<file path="config.mk">
export PLATFORM = sky130hd
export DESIGN_NAME = ahb_dma_master
export DESIGN_NICKNAME = d
export VERILOG_FILES = /design/src/rtl/ahb_dma_master.sv
export SDC_FILE = /design/constraint.sdc
export NUM_CORES = 1
export LEC_CHECK = 0
export ABC_CLOCK_PERIOD_IN_PS = 3600
export BUFFER_PORTS_ARGS = -buffer_cell sky130_fd_sc_hd__buf_2
export CAP_MARGIN = 20
export CORE_ASPECT_RATIO = 1.1
export CORE_MARGIN = 4
export CORE_UTILIZATION = 62
export CTS_BUF_LIST = sky130_fd_sc_hd__clkbuf_4
export DETAILED_ROUTE_END_ITERATION = 7
export HOLD_SLACK_MARGIN = 0.05
export PLACE_DENSITY = 0.89
export REMOVE_ABC_BUFFERS = 1
export SETUP_SLACK_MARGIN = 0.05
export SLEW_MARGIN = 20
export SYNTH_ARGS = -nofsm -noshare
export SYNTH_HDL_FRONTEND = slang
export SYNTH_SLANG_ARGS = --single-unit
</file>
<file path="constraint.sdc">
create_clock -name clk -period 3.6 [get_ports clk]
set_input_delay 0.72 -clock clk [delete_from_list [all_inputs] [get_ports clk]]
set_output_delay 0.72 -clock clk [all_outputs]
set_load 0.05 [all_outputs]
</file>
<file path="src/rtl/ahb_dma_master.sv">
// ahb_dma_master: single-channel AHB-Lite word copier (src -> dst), one transfer
// outstanding. Optional feature macro: AHB_DMA_FIXED_SRC_EN (adds src_fixed).
// Ports: clk/resetn; start/src_addr/dst_addr/len[/src_fixed] request;
//        busy/done/err/err_addr status; ahb_*_o / ahb_*_i AHB-Lite master port.
module ahb_dma_master #(
  parameter int LEN_W = 16
) (
  input  logic             clk,
  input  logic             resetn,
  input  logic             start,
  input  logic [31:0]      src_addr,
  input  logic [31:0]      dst_addr,
  input  logic [LEN_W-1:0] len,
`ifdef AHB_DMA_FIXED_SRC_EN
  input  logic             src_fixed,
`endif
  output logic             busy,
  output logic             done,
  output logic             err,
  output logic [31:0]      err_addr,
  output logic [31:0]      ahb_haddr_o,
  output logic             ahb_hwrite_o,
  output logic [2:0]       ahb_hsize_o,
  output logic [2:0]       ahb_hburst_o,
  output logic [3:0]       ahb_hprot_o,
  output logic [1:0]       ahb_htrans_o,
  output logic             ahb_hmastlock_o,
  output logic [31:0]      ahb_hwdata_o,
  input  logic             ahb_hready_i,
  input  logic             ahb_hresp_i,
  input  logic [31:0]      ahb_hrdata_i
);

  localparam logic [2:0] S_IDLE    = 3'd0;
  localparam logic [2:0] S_RD_ADDR = 3'd1;
  localparam logic [2:0] S_RD_DATA = 3'd2;
  localparam logic [2:0] S_WR_ADDR = 3'd3;
  localparam logic [2:0] S_WR_DATA = 3'd4;

  localparam logic [1:0] HT_IDLE   = 2'b00;
  localparam logic [1:0] HT_NONSEQ = 2'b10;

  localparam logic [LEN_W-1:0] ONE = LEN_W'(1);

  logic [2:0]       state;
  logic [31:0]      cur_src;
  logic [31:0]      cur_dst;
  logic [LEN_W-1:0] remaining;
  logic [31:0]      data_q;
  logic [31:0]      next_src;
  logic [31:0]      next_dst;

  assign ahb_hsize_o     = 3'b010;
  assign ahb_hburst_o    = 3'b000;
  assign ahb_hprot_o     = 4'b0011;
  assign ahb_hmastlock_o = 1'b0;

  assign next_dst = cur_dst + 32'd4;

`ifdef AHB_DMA_FIXED_SRC_EN
  logic fixed_q;

  always_ff @(posedge clk or negedge resetn) begin
    if (!resetn)
      fixed_q <= 1'b0;
    else if (state == S_IDLE && start)
      fixed_q <= src_fixed;
  end

  assign next_src = fixed_q ? cur_src : cur_src + 32'd4;
`else
  assign next_src = cur_src + 32'd4;
`endif

  always_ff @(posedge clk or negedge resetn) begin
    if (!resetn) begin
      state        <= S_IDLE;
      cur_src      <= '0;
      cur_dst      <= '0;
      remaining    <= '0;
      data_q       <= '0;
      busy         <= 1'b0;
      done         <= 1'b0;
      err          <= 1'b0;
      err_addr     <= '0;
      ahb_haddr_o  <= '0;
      ahb_hwrite_o <= 1'b0;
      ahb_htrans_o <= HT_IDLE;
      ahb_hwdata_o <= '0;
    end else begin
      done <= 1'b0;
      err  <= 1'b0;
      unique case (state)
        S_IDLE: begin
          if (start) begin
            err_addr <= '0;
            if (len != '0) begin
              // Low address bits are dropped: word transfers only.
              cur_src      <= src_addr & ~32'd3;
              cur_dst      <= dst_addr & ~32'd3;
              remaining    <= len;
              busy         <= 1'b1;
              ahb_haddr_o  <= src_addr & ~32'd3;
              ahb_hwrite_o <= 1'b0;
              ahb_htrans_o <= HT_NONSEQ;
              state        <= S_RD_ADDR;
            end else begin
              done <= 1'b1;
            end
          end
        end
        S_RD_ADDR: begin
          if (ahb_hready_i) begin
            ahb_htrans_o <= HT_IDLE;
            state        <= S_RD_DATA;
          end
        end
        S_RD_DATA: begin
          if (ahb_hready_i) begin
            if (ahb_hresp_i) begin
              err          <= 1'b1;
              err_addr     <= ahb_haddr_o;
              busy         <= 1'b0;
              ahb_hwrite_o <= 1'b0;
              state        <= S_IDLE;
            end else begin
              data_q       <= ahb_hrdata_i;
              ahb_haddr_o  <= cur_dst;
              ahb_hwrite_o <= 1'b1;
              ahb_htrans_o <= HT_NONSEQ;
              state        <= S_WR_ADDR;
            end
          end
        end
        S_WR_ADDR: begin
          if (ahb_hready_i) begin
            ahb_htrans_o <= HT_IDLE;
            ahb_hwdata_o <= data_q;
            state        <= S_WR_DATA;
          end
        end
        S_WR_DATA: begin
          if (ahb_hready_i) begin
            if (ahb_hresp_i) begin
              err          <= 1'b1;
              err_addr     <= ahb_haddr_o;
              busy         <= 1'b0;
              ahb_hwrite_o <= 1'b0;
              state        <= S_IDLE;
            end else begin
              remaining <= remaining - ONE;
              cur_src   <= next_src;
              cur_dst   <= next_dst;
              if (remaining == ONE) begin
                done         <= 1'b1;
                busy         <= 1'b0;
                ahb_hwrite_o <= 1'b0;
                state        <= S_IDLE;
              end else begin
                ahb_haddr_o  <= next_src;
                ahb_hwrite_o <= 1'b0;
                ahb_htrans_o <= HT_NONSEQ;
                state        <= S_RD_ADDR;
              end
            end
          end
        end
        default: begin
          ahb_htrans_o <= HT_IDLE;
          busy         <= 1'b0;
          state        <= S_IDLE;
        end
      endcase
    end
  end

endmodule

</file>
==> results of run 1 <==
## worst register-to-register path, cell delays in order, from the launching register on
cell,delay [ps]
dfrtp_1,820
xnor2_1,230
nor2_2,70
a32oi_2,720
and3_1,360
buf_4,300
mux2_1,350
## per-stage QoR
stage / TNS, ps / cells / utilization, % / power [mW] / hold WS, ps
after floorplan: -191930 / 1067 / - / 8.68 / 424
after detailed placement: 0 / 1539 / 69.6 / 10.5 / 464
after CTS: 0 / 1637 / 73.5 / 12.5 / 235
final: 0 / 1641 / 73.6 / 12.5 / 287
after global routing: 0 / 1641 / 73.6 / 13.3 / 243
after global placement: 0 / 1539 / 69.6 / 10.2 / 456
## layout make-up
type	instances	area, sq um	area share [%]
Antenna cell	4	10.0	0.0773
Clock buffer	81	608	4.69
Tap cell	238	298	2.30
Inverter	23	86.3	0.666
Timing Repair Buffer	235	1310	10.1
Sequential cell	210	5260	40.6
Clock inverter	16	70.1	0.541
Multi-Input combinational cell	834	5320	41.1
## registers in the layout (all words and copies together) (netlist names)
register	count
ahb_hwdata_o	32
data_q	32
ahb_haddr_o	31
err_addr	31
cur_dst	30
cur_src	30
remaining	16
state	3
ahb_htrans_o	1
ahb_hwrite_o	1
busy	1
done	1
err	1
## how the worst min path moves through the flow
stage	from	to	slack (ps)	depth (start not counted)
after global placement	err_addr[8]	err_addr[8]	460	2
after global routing	ahb_hrdata_i[30]	data_q[30]	240	2
after CTS	ahb_hrdata_i[30]	data_q[30]	230	2
final	ahb_hrdata_i[30]	data_q[30]	290	2
after detailed placement	err_addr[2]	err_addr[2]	460	2
after floorplan	resetn	ahb_haddr_o[10]	420	0
## synthesized netlist by cell type, drive strengths merged (7+ instances only)
cell / n / area share (%)
xnor2: 9 / 0.71
dfrtp: 210 / 47
inv: 23 / 0.78
a22oi: 26 / 1.8
and2: 8 / 0.45
nor2: 62 / 2.1
buf: 40 / 2.2
o22a: 12 / 0.95
o22ai: 19 / 1.1
o21a: 8 / 0.54
a222oi: 9 / 0.81
clkbuf: 70 / 2.4
nand3: 35 / 1.6
o21ai: 99 / 4.5
nor4: 19 / 1.2
nand4: 22 / 1.4
mux2: 75 / 7.8
nor3: 26 / 1.3
a31oi: 47 / 2.7
a2bb2oi: 13 / 1.0
a32oi: 7 / 0.62
mux2i: 16 / 1.4
o211ai: 13 / 0.88
nand2: 140 / 4.7
and3: 14 / 0.79
a21oi: 64 / 2.9
## layer usage
| metal | vias up | GRT usage, % |
|---|---|---|
| met3 | 83 | 6.46 |
| li1 | 4718 | - |
| met2 | 566 | 48.7 |
| met5 | - | 0 |
| met4 | 0 | 10.5 |
| met1 | 4785 | 40.3 |
## kinds of logic after synthesis
logic type	after synthesis
compound gates	357
xor+xnor	11
fa+ha+maj	4
buf+inv	133
flops	210
mux	91
other cells	2
simple gates	359
## power by group through the flow
stage                     Clock, mW  Sequential [mW]  Combinational (mW)
after floorplan                   0             5.99                2.68
after global placement            0             4.56                5.67
after detailed placement          0             4.66                5.85
after CTS                      2.04             4.62                5.87
after global routing           2.17             4.80                6.30
final                          1.99             4.65                5.89
## cells in the final DEF (no fill, tap or decap), drive strengths merged, types with 16 or more instances in the layout
master | synthesis | final
nand4 | 22 | 22
buf | 40 | 233
inv | 23 | 23
nor4 | 19 | 19
dfrtp | 210 | 210
mux2 | 75 | 75
o22ai | 19 | 19
nand3 | 35 | 35
mux2i | 16 | 16
nor3 | 26 | 26
nor2 | 62 | 62
clkbuf | 70 | 82
nand2 | 140 | 140
a21oi | 64 | 64
o21ai | 99 | 99
a31oi | 47 | 47
a22oi | 26 | 26
==> run metrics, run 1 <==
placed cell area 12300 sq um; CP peak stage delay 820 ps; # DRC 0; Syn Inst Count 1167; 1st-iter DRT viols 942; worst slew pin tran 886 ps; Final Setup Violations 0; crit path to ahb_haddr_o[25]; ANT nets after route 0; largest net degree at the start of global routing 131; reg2reg start state[2]; crit share post-route 81.9%; clk root buf clkbuf_4; vias 10152; Netlist cell types 71; Top FF cell, synth dfrtp_1; Mapped Area 11100 sq um; adder-cell share of the synthesized area 0.452%; final instance area 13000 sq um; worst endpoint data arrival time 3490 ps; Reg2Reg Capture Point ahb_haddr_o[25]; clock share of power 15.9%; highest routed layer met4; startpoint types register; CP top delay family flip-flops; CP max-delay cell dfrtp_1; clock buffer depth 3; async set-reset flop share out of synthesis 100%; worst setup margin 651 ps; # fillers 1284; Core ar. 17600 sq um; Max Cap Violations 0; grt ovf 0; Final Slew Violations 0; crit path time final 2950 ps; register area share after synthesis 47.4%; initial core utilization 62.9%; RSZ-0062 raised after global routing no; Pint 6.41 mW; largest family of logic cells by synthesized area compound AO/OA/AOI/OAI gates; DR WL met3 2830 microns; CTS tree yes; CTS resizes 0; share of synthesized cell area in and, or, nand and nor gates 15.8%; Std-Cell Rows 51; crit path capture type register; router iterations before antenna repair 6; number of synthesized flops with an enable pin 0; final wirelength 30700 microns; Post-Synth XOR/XNOR Area 0.869%; Ys Warns 0; WL met2 14700 microns; Final GP Congestion 0.925; area grow syn2layout 16.9%; WP depth 6; Crit Path Class register to register; Synth Area in Compound Gates 20.8%; crit-path cells xnor2_1 > nor2_2 > a32oi_2 > and3_1 > buf_4 > mux2_1; share of cells above drive strength 1 29.4%; status finished clean; final hold vios 0; R2R cell count 6; Worst-Skew Late Latency 680 ps; Post-CTS Hold Fix Bufs 1; Worst Setup SP state[2]; Ports 230; clock-pin slew on the worst setup and hold paths 70 ps; Total GRT Usage 30.0%; Sink Count 210; Psw 6.12 mW; Fmax 0.339 GHz; Peak supply drop 513 uV; die area 20100 sq um; WP data required 4140 ps; Sw Share 48.8%; Leakage 5.84 nW; DPL Wire Length 21600 microns; top fanout value on the critical path 22; DRT met1 WL 12300 microns; Flop pwr share 37.1%; # port buffers 213; Hold Crit Class primary input to register; r2r setup slk 650 ps; routed wire length per instance 18.7 microns; final clock skew 46.6 ps; first-pass GRT wire length 49200 microns; H-tree depth 2; Nets 1478; Slew HR 40.9%; DIE WIDTH 135 microns; vias in the first global route 9680; initial antenna violation count 4; combinational power share 47.0%; crit path buf inv count 1; post-synthesis average cell area 9.50 sq um; postcts setup bufs 0; PD cells 967 nW/um^2; CTS buffer count 53; mux cell area share after synthesis 9.23%; Placement Setup Slack 688 ps; Vias/cell 6.19; flop and latch count out of synthesis 210; Die Y 148 microns
(Power assumes the default switching activity.)
==> run 2: changes to the inputs <==
- ABC_CLOCK_PERIOD_IN_PS: 3600 -> 2550
- CORE_UTILIZATION: 62 -> 52
- PLACE_DENSITY: 0.89 -> 0.79
- clock period: 3.6 -> 2.55 ns (I/O delays scaled with it)
==> run metrics, run 2 (synthesis results as in run 1) <==
status finished clean; worst endpoint data arrival time 2890 ps (-600 ps); final hold vios 0 (unchanged); largest net degree at the start of global routing 67 (-49%); clock-pin slew on the worst setup and hold paths 70 ps (about the same); startpoint types register; final design utilization 64.3% (-9.2 points); setup TNS 0 ps (unchanged); H-tree depth 2 (unchanged); clock buffer depth 3 (unchanged); Vias/cell 5.91 (-4.4%); Hold Crit Class primary input to register; postcts setup bufs 0 (unchanged); share of cells above drive strength 1 30.8% (+1.4 points); Peak supply drop 537 uV (+4.7%); DIE WIDTH 147 microns (+8.7%); crit share post-route 92.9% (+11 points); Final Setup Violations 0 (unchanged); initial antenna violation count 5 (+1); Max Cap Violations 0 (unchanged); worst slew pin tran 581 ps (-305 ps); Worst-Skew Late Latency 670 ps (about the same); Std-Cell Rows 55 (+7.8%); router iterations before antenna repair 8 (+2); initial core utilization 53.3% (-9.6 points); WL met2 14900 microns (+1.6%); Core ar. 20800 sq um (+18%); # fillers 1777 (+38%); Slew HR 60.9% (+20 points); first-pass GRT wire length 51400 microns (+4.6%); routed wire length per instance 18.4 microns (-1.7%); vias in the first global route 10085 (+4.2%); Largest regs ahb_hwdata_o x32, data_q x32; RSZ-0062 raised after global routing no; Leakage 6.03 nW (+3.4%); CTS tree yes; vias 10190 (+0.37%); Ports 230 (unchanged); Nets 1514 (+2.4%); die area 23700 sq um (+18%); DPL Wire Length 22600 microns (+4.6%); highest routed layer met5; r2r setup slk 180 ps (-470 ps); Power Total 18.0 mW (+44%); DR WL met3 2550 microns (-10%); final wirelength 31700 microns (+3.2%); 1st-iter DRT viols 797 (-15%); Total GRT Usage 26.2% (-3.9 points); Cell Count, Final, Fillers Out 1723 (+5.0%); Sink Count 210 (unchanged); Final Slew Violations 0 (unchanged); Fmax 0.422 GHz (+25%); area grow syn2layout 20.6%; ANT nets after route 0 (unchanged); clk root buf clkbuf_4; grt ovf 0 (unchanged); most common cell after layout, fill and taps aside buf_2; final clock skew 38.0 ps (-8.62 ps); Die Y 161 microns (+8.7%); # port buffers 213 (unchanged); CTS buffer count 53 (unchanged); # DRC 0 (unchanged); commonest non-fill, non-tap cells in the layout 212 x buf_2, 210 x dfrtp_1, 140 x nand2_1; placed cells 1620 (+5.3%); final instance area 13400 sq um (+3.2%); WP data required 3080 ps (-1060 ps); PD cells 1340 nW/um^2 (+39%); DRT met1 WL 13300 microns (+8.6%); crit path time final 2370 ps (-581 ps); placed cell area 12600 sq um (+3.2%); Crit Path Class register to register; top fanout value on the critical path 31 (+41%); crit path capture type register; Final GP Congestion 0.955 (+3.3%)
-- run 2: layout make-up --
class / count / area, sq um / share of cell area, %
multi-input cells: 834 / 5320 / 39.8
flip-flops and latches: 210 / 5260 / 39.3
repair buffers: 271 / 1660 / 12.4
clock buffers: 78 / 586 / 4.38
well taps: 285 / 357 / 2.67
clock inverters: 18 / 98.8 / 0.739
inverters: 23 / 86.3 / 0.646
diodes: 4 / 10.0 / 0.0749
-- run 2: report_power, final --
group	switching (mW)	total (mW)	internal (mW)
Sequential	1.54	6.42	4.89
Clock	1.35	2.85	1.50
Combinational	5.77	8.71	2.93
Total	8.66	18.0	9.33
-- run 2: layer usage --
layer / vias up / global-route usage, %
met3: 67 / 4.66
li1: 4817 / -
met1: 4804 / 35.7
met4: 2 / 10.2
met2: 500 / 41.9
met5: - / 0
-- run 2: final timing paths --
| path | to | cells after the start | from |
|---|---|---|---|
| min | cur_dst[3] | 3 | dst_addr[3] |
| max reg2reg | ahb_haddr_o[25] | 6 | remaining[6] |
| max | ahb_haddr_o[25] | 6 | remaining[6] |
| min in group asynchronous | ahb_hwdata_o[5] | 2 | resetn |
| max in group asynchronous | ahb_hwdata_o[0] | 3 | resetn |
| min reg2reg | err_addr[13] | 2 | err_addr[13] |
-- run 2: timing repair --
item,in CTS,in global routing
endpoints found under the setup margin,0,1
endpoints found under the hold margin,64,0
hold buffers,3,0
gates resized for setup,0,1
-- run 2: metrics by stage --
| stage | worst slack [ps] | hold slack, ps |
|---|---|---|
| 6_report | 181 | 101 |
| 5_1_grt | 116 | 49.2 |
| 4_1_cts | 204 | 53.9 |
| 3_5_place_dp | 226 | 467 |
| 3_3_place_gp | 291 | 457 |
| 2_1_floorplan | -4160 | 214 |
-- run 2: worst max-delay path, stage by stage, from the launching register on --
cell and delay, ps:
dfrtp_1 400, or4_4 570, nor3_4 330, a32oi_2 170
and3_1 220, buf_12 190, mux2_1 340
==> run 3: changes to the inputs <==
- PLACE_DENSITY: 0.79 -> 0.87
==> run metrics, run 3 (synthesis results as in run 1) <==
CTS resizes 0 (unchanged); Pint 9.30 mW (-0.31%); Cell Count, Final, Fillers Out 1745 (+1.3%); CP max-delay cell or4_4; 1st-iter DRT viols 781 (-2.0%); crit path capture type register; vias 10423 (+2.3%); H-tree depth 2 (unchanged); PD cells 1340 nW/um^2 (-0.28%); crit-path cells or4_4 > nor3_4 > a32oi_2 > and3_1 > buf_12 > mux2_1; vias in the first global route 10283 (+2.0%); clock share of power 15.9% (about the same); Core ar. 20800 sq um (unchanged); clock-pin slew on the worst setup and hold paths 70 ps (about the same); Max Cap Violations 0 (unchanged); top fanout value on the critical path 31 (unchanged); worst slew pin tran 588 ps (+7.20 ps); Die Y 161 microns (unchanged); Fmax 0.426 GHz (+0.95%); crit path time final 2350 ps (-22.2 ps); Final Setup Violations 0 (unchanged); grt ovf 0 (unchanged); Total GRT Usage 27.4% (+1.2 points); Psw 8.84 mW (+2.1%); initial antenna violation count 6 (+1); # port buffers 213 (unchanged); ANT nets after route 0 (unchanged); Multi-input gate area 5320 sq um (unchanged); router iterations before antenna repair 5 (-3); Seq. cell area 5260 sq um (unchanged); Worst-Skew Late Latency 680 ps (about the same); final instance area 13500 sq um (+1.1%); CTS buffer count 53 (unchanged); final design utilization 65.1% (+0.73 points); share of cells above drive strength 1 30.5% (-0.26 points); Largest regs ahb_hwdata_o x32, data_q x32; routed wire length per instance 19.1 microns (+4.0%); worst endpoint data arrival time 2880 ps (about the same); final clock skew 33.8 ps (-4.21 ps); Peak supply drop 564 uV (+5.0%); Leakage 6.11 nW (+1.2%); initial core utilization 53.3% (unchanged); placed cells 1618 (-0.12%); largest net degree at the start of global routing 116 (+73%); Slew HR 60.8% (-0.16 points); die area 23700 sq um (unchanged); placed cell area 12600 sq um (-0.51%); clk root buf clkbuf_4; CTS tree yes; Vias/cell 5.97 (+1.0%); # DRC 0 (unchanged); Nets 1534 (+1.3%); Sink Count 210 (unchanged); crit path buf inv count 1 (unchanged); commonest non-fill, non-tap cells in the layout 212 x buf_2, 210 x dfrtp_1, 140 x nand2_1; first-pass GRT wire length 53500 microns (+4.1%); DIE WIDTH 147 microns (unchanged); combinational power share 48.2% (-0.2 points); CP top delay family simple AND/OR/NAND/NOR gates; # fillers 1670 (-6.0%); Std-Cell Rows 55 (unchanged); Crit Path Class register to register; startpoint types register; WHS 97.1 ps (-4.21 ps); DPL Wire Length 22700 microns (+0.69%); Flop pwr share 35.9% (+0.2 points); status finished clean; Final GP Congestion 0.902 (-5.6%); crit share post-route 92.0% (-0.87 points); RSZ-0062 raised after global routing no; Sw Share 48.7% (+0.60 points); final hold vios 0 (unchanged); Ports 230 (unchanged); Hold Crit Class primary input to register; WP data required 3090 ps (about the same); area grow syn2layout 22.0%; final wirelength 33400 microns (+5.4%); Final Slew Violations 0 (unchanged); CP peak stage delay 560 ps (about the same); clock buffer depth 3 (unchanged); most common cell after layout, fill and taps aside buf_2
-- run 3: cell count changes in the layout (fill, tap and decap cells not counted) --
cell           previous run  this run
buf_6                     1         0
clkinv_2                  1         2
clkinv_4                  0         2
clkbuf_4                 78        81
buf_12                   11         7
bufinv_16                 1         0
dlygate4sd3_1             3        25
clkinv_1                 15        12
clkinvlp_4                1         0
buf_4                    43        46
inv_2                     0         1
-- run 3: final timing paths --
kind | from | end | slack (ps) | cells after the start
worst max-delay path | remaining[7] | ahb_haddr_o[25] | 200 | 6
worst min-delay path | dst_addr[3] | cur_dst[3] | 100 | 3
worst max register to register | remaining[7] | ahb_haddr_o[25] | 200 | 6
worst min register to register | err_addr[3] | err_addr[3] | 470 | 2
max in group asynchronous | resetn | remaining[2] | 1370 | 3
min in group asynchronous | resetn | ahb_hwdata_o[20] | 420 | 2
-- run 3: final cells by class --
cell class	count	share of cell area, %
antenna	4	0.0740
inverter	23	0.638
sequential	210	38.9
clock buffer	81	4.50
clock inverter	17	0.564
tap	285	2.64
timing repair buffer	291	13.4
multi-input combinational	834	39.3
-- run 3: worst reg2reg max path, stage by stage, from the launching register on --
cell     delay [ps]
dfrtp_1         410
or4_4           560
nor3_4          330
a32oi_2         180
and3_1          220
buf_12          180
mux2_1          330
-- run 3: through the flow --
stage	total power, mW	setup WS (ps)	TNS, ps
global route	19.2	108	0
global placement	14.7	225	0
finish	18.1	204	0
floorplan	12.2	-4160	-359690
detailed placement	15.1	235	0
CTS	18.0	223	0
-- run 3: routing by layer --
| metal | global-route usage [%] | wire length (microns) | vias up |
|---|---|---|---|
| li1 | - | - | 4837 |
| met4 | 11.2 | 1070 | 4 |
| met5 | 0 | 24 | - |
| met2 | 45.6 | 16400 | 509 |
| met1 | 35.4 | 13200 | 4981 |
| met3 | 5.30 | 2670 | 92 |
-- run 3: power by group through the flow --
stage                     sequential, mW  clock, mW  combinational (mW)
after floorplan                     8.46          0                3.79
after global placement              6.34          0                8.35
after detailed placement            6.47          0                8.60
after CTS                           6.43       2.91                8.67
after global routing                6.71       3.13                9.37
final                               6.52       2.88                8.74
-- run 3: timing repair --
| action | 4_1_cts | 5_1_grt |
|---|---|---|
| hold endpoints to repair | 85 | 3 |
| buffers inserted | 0 | 0 |
| hold buffers | 22 | 3 |
| setup endpoints to repair | 0 | 0 |
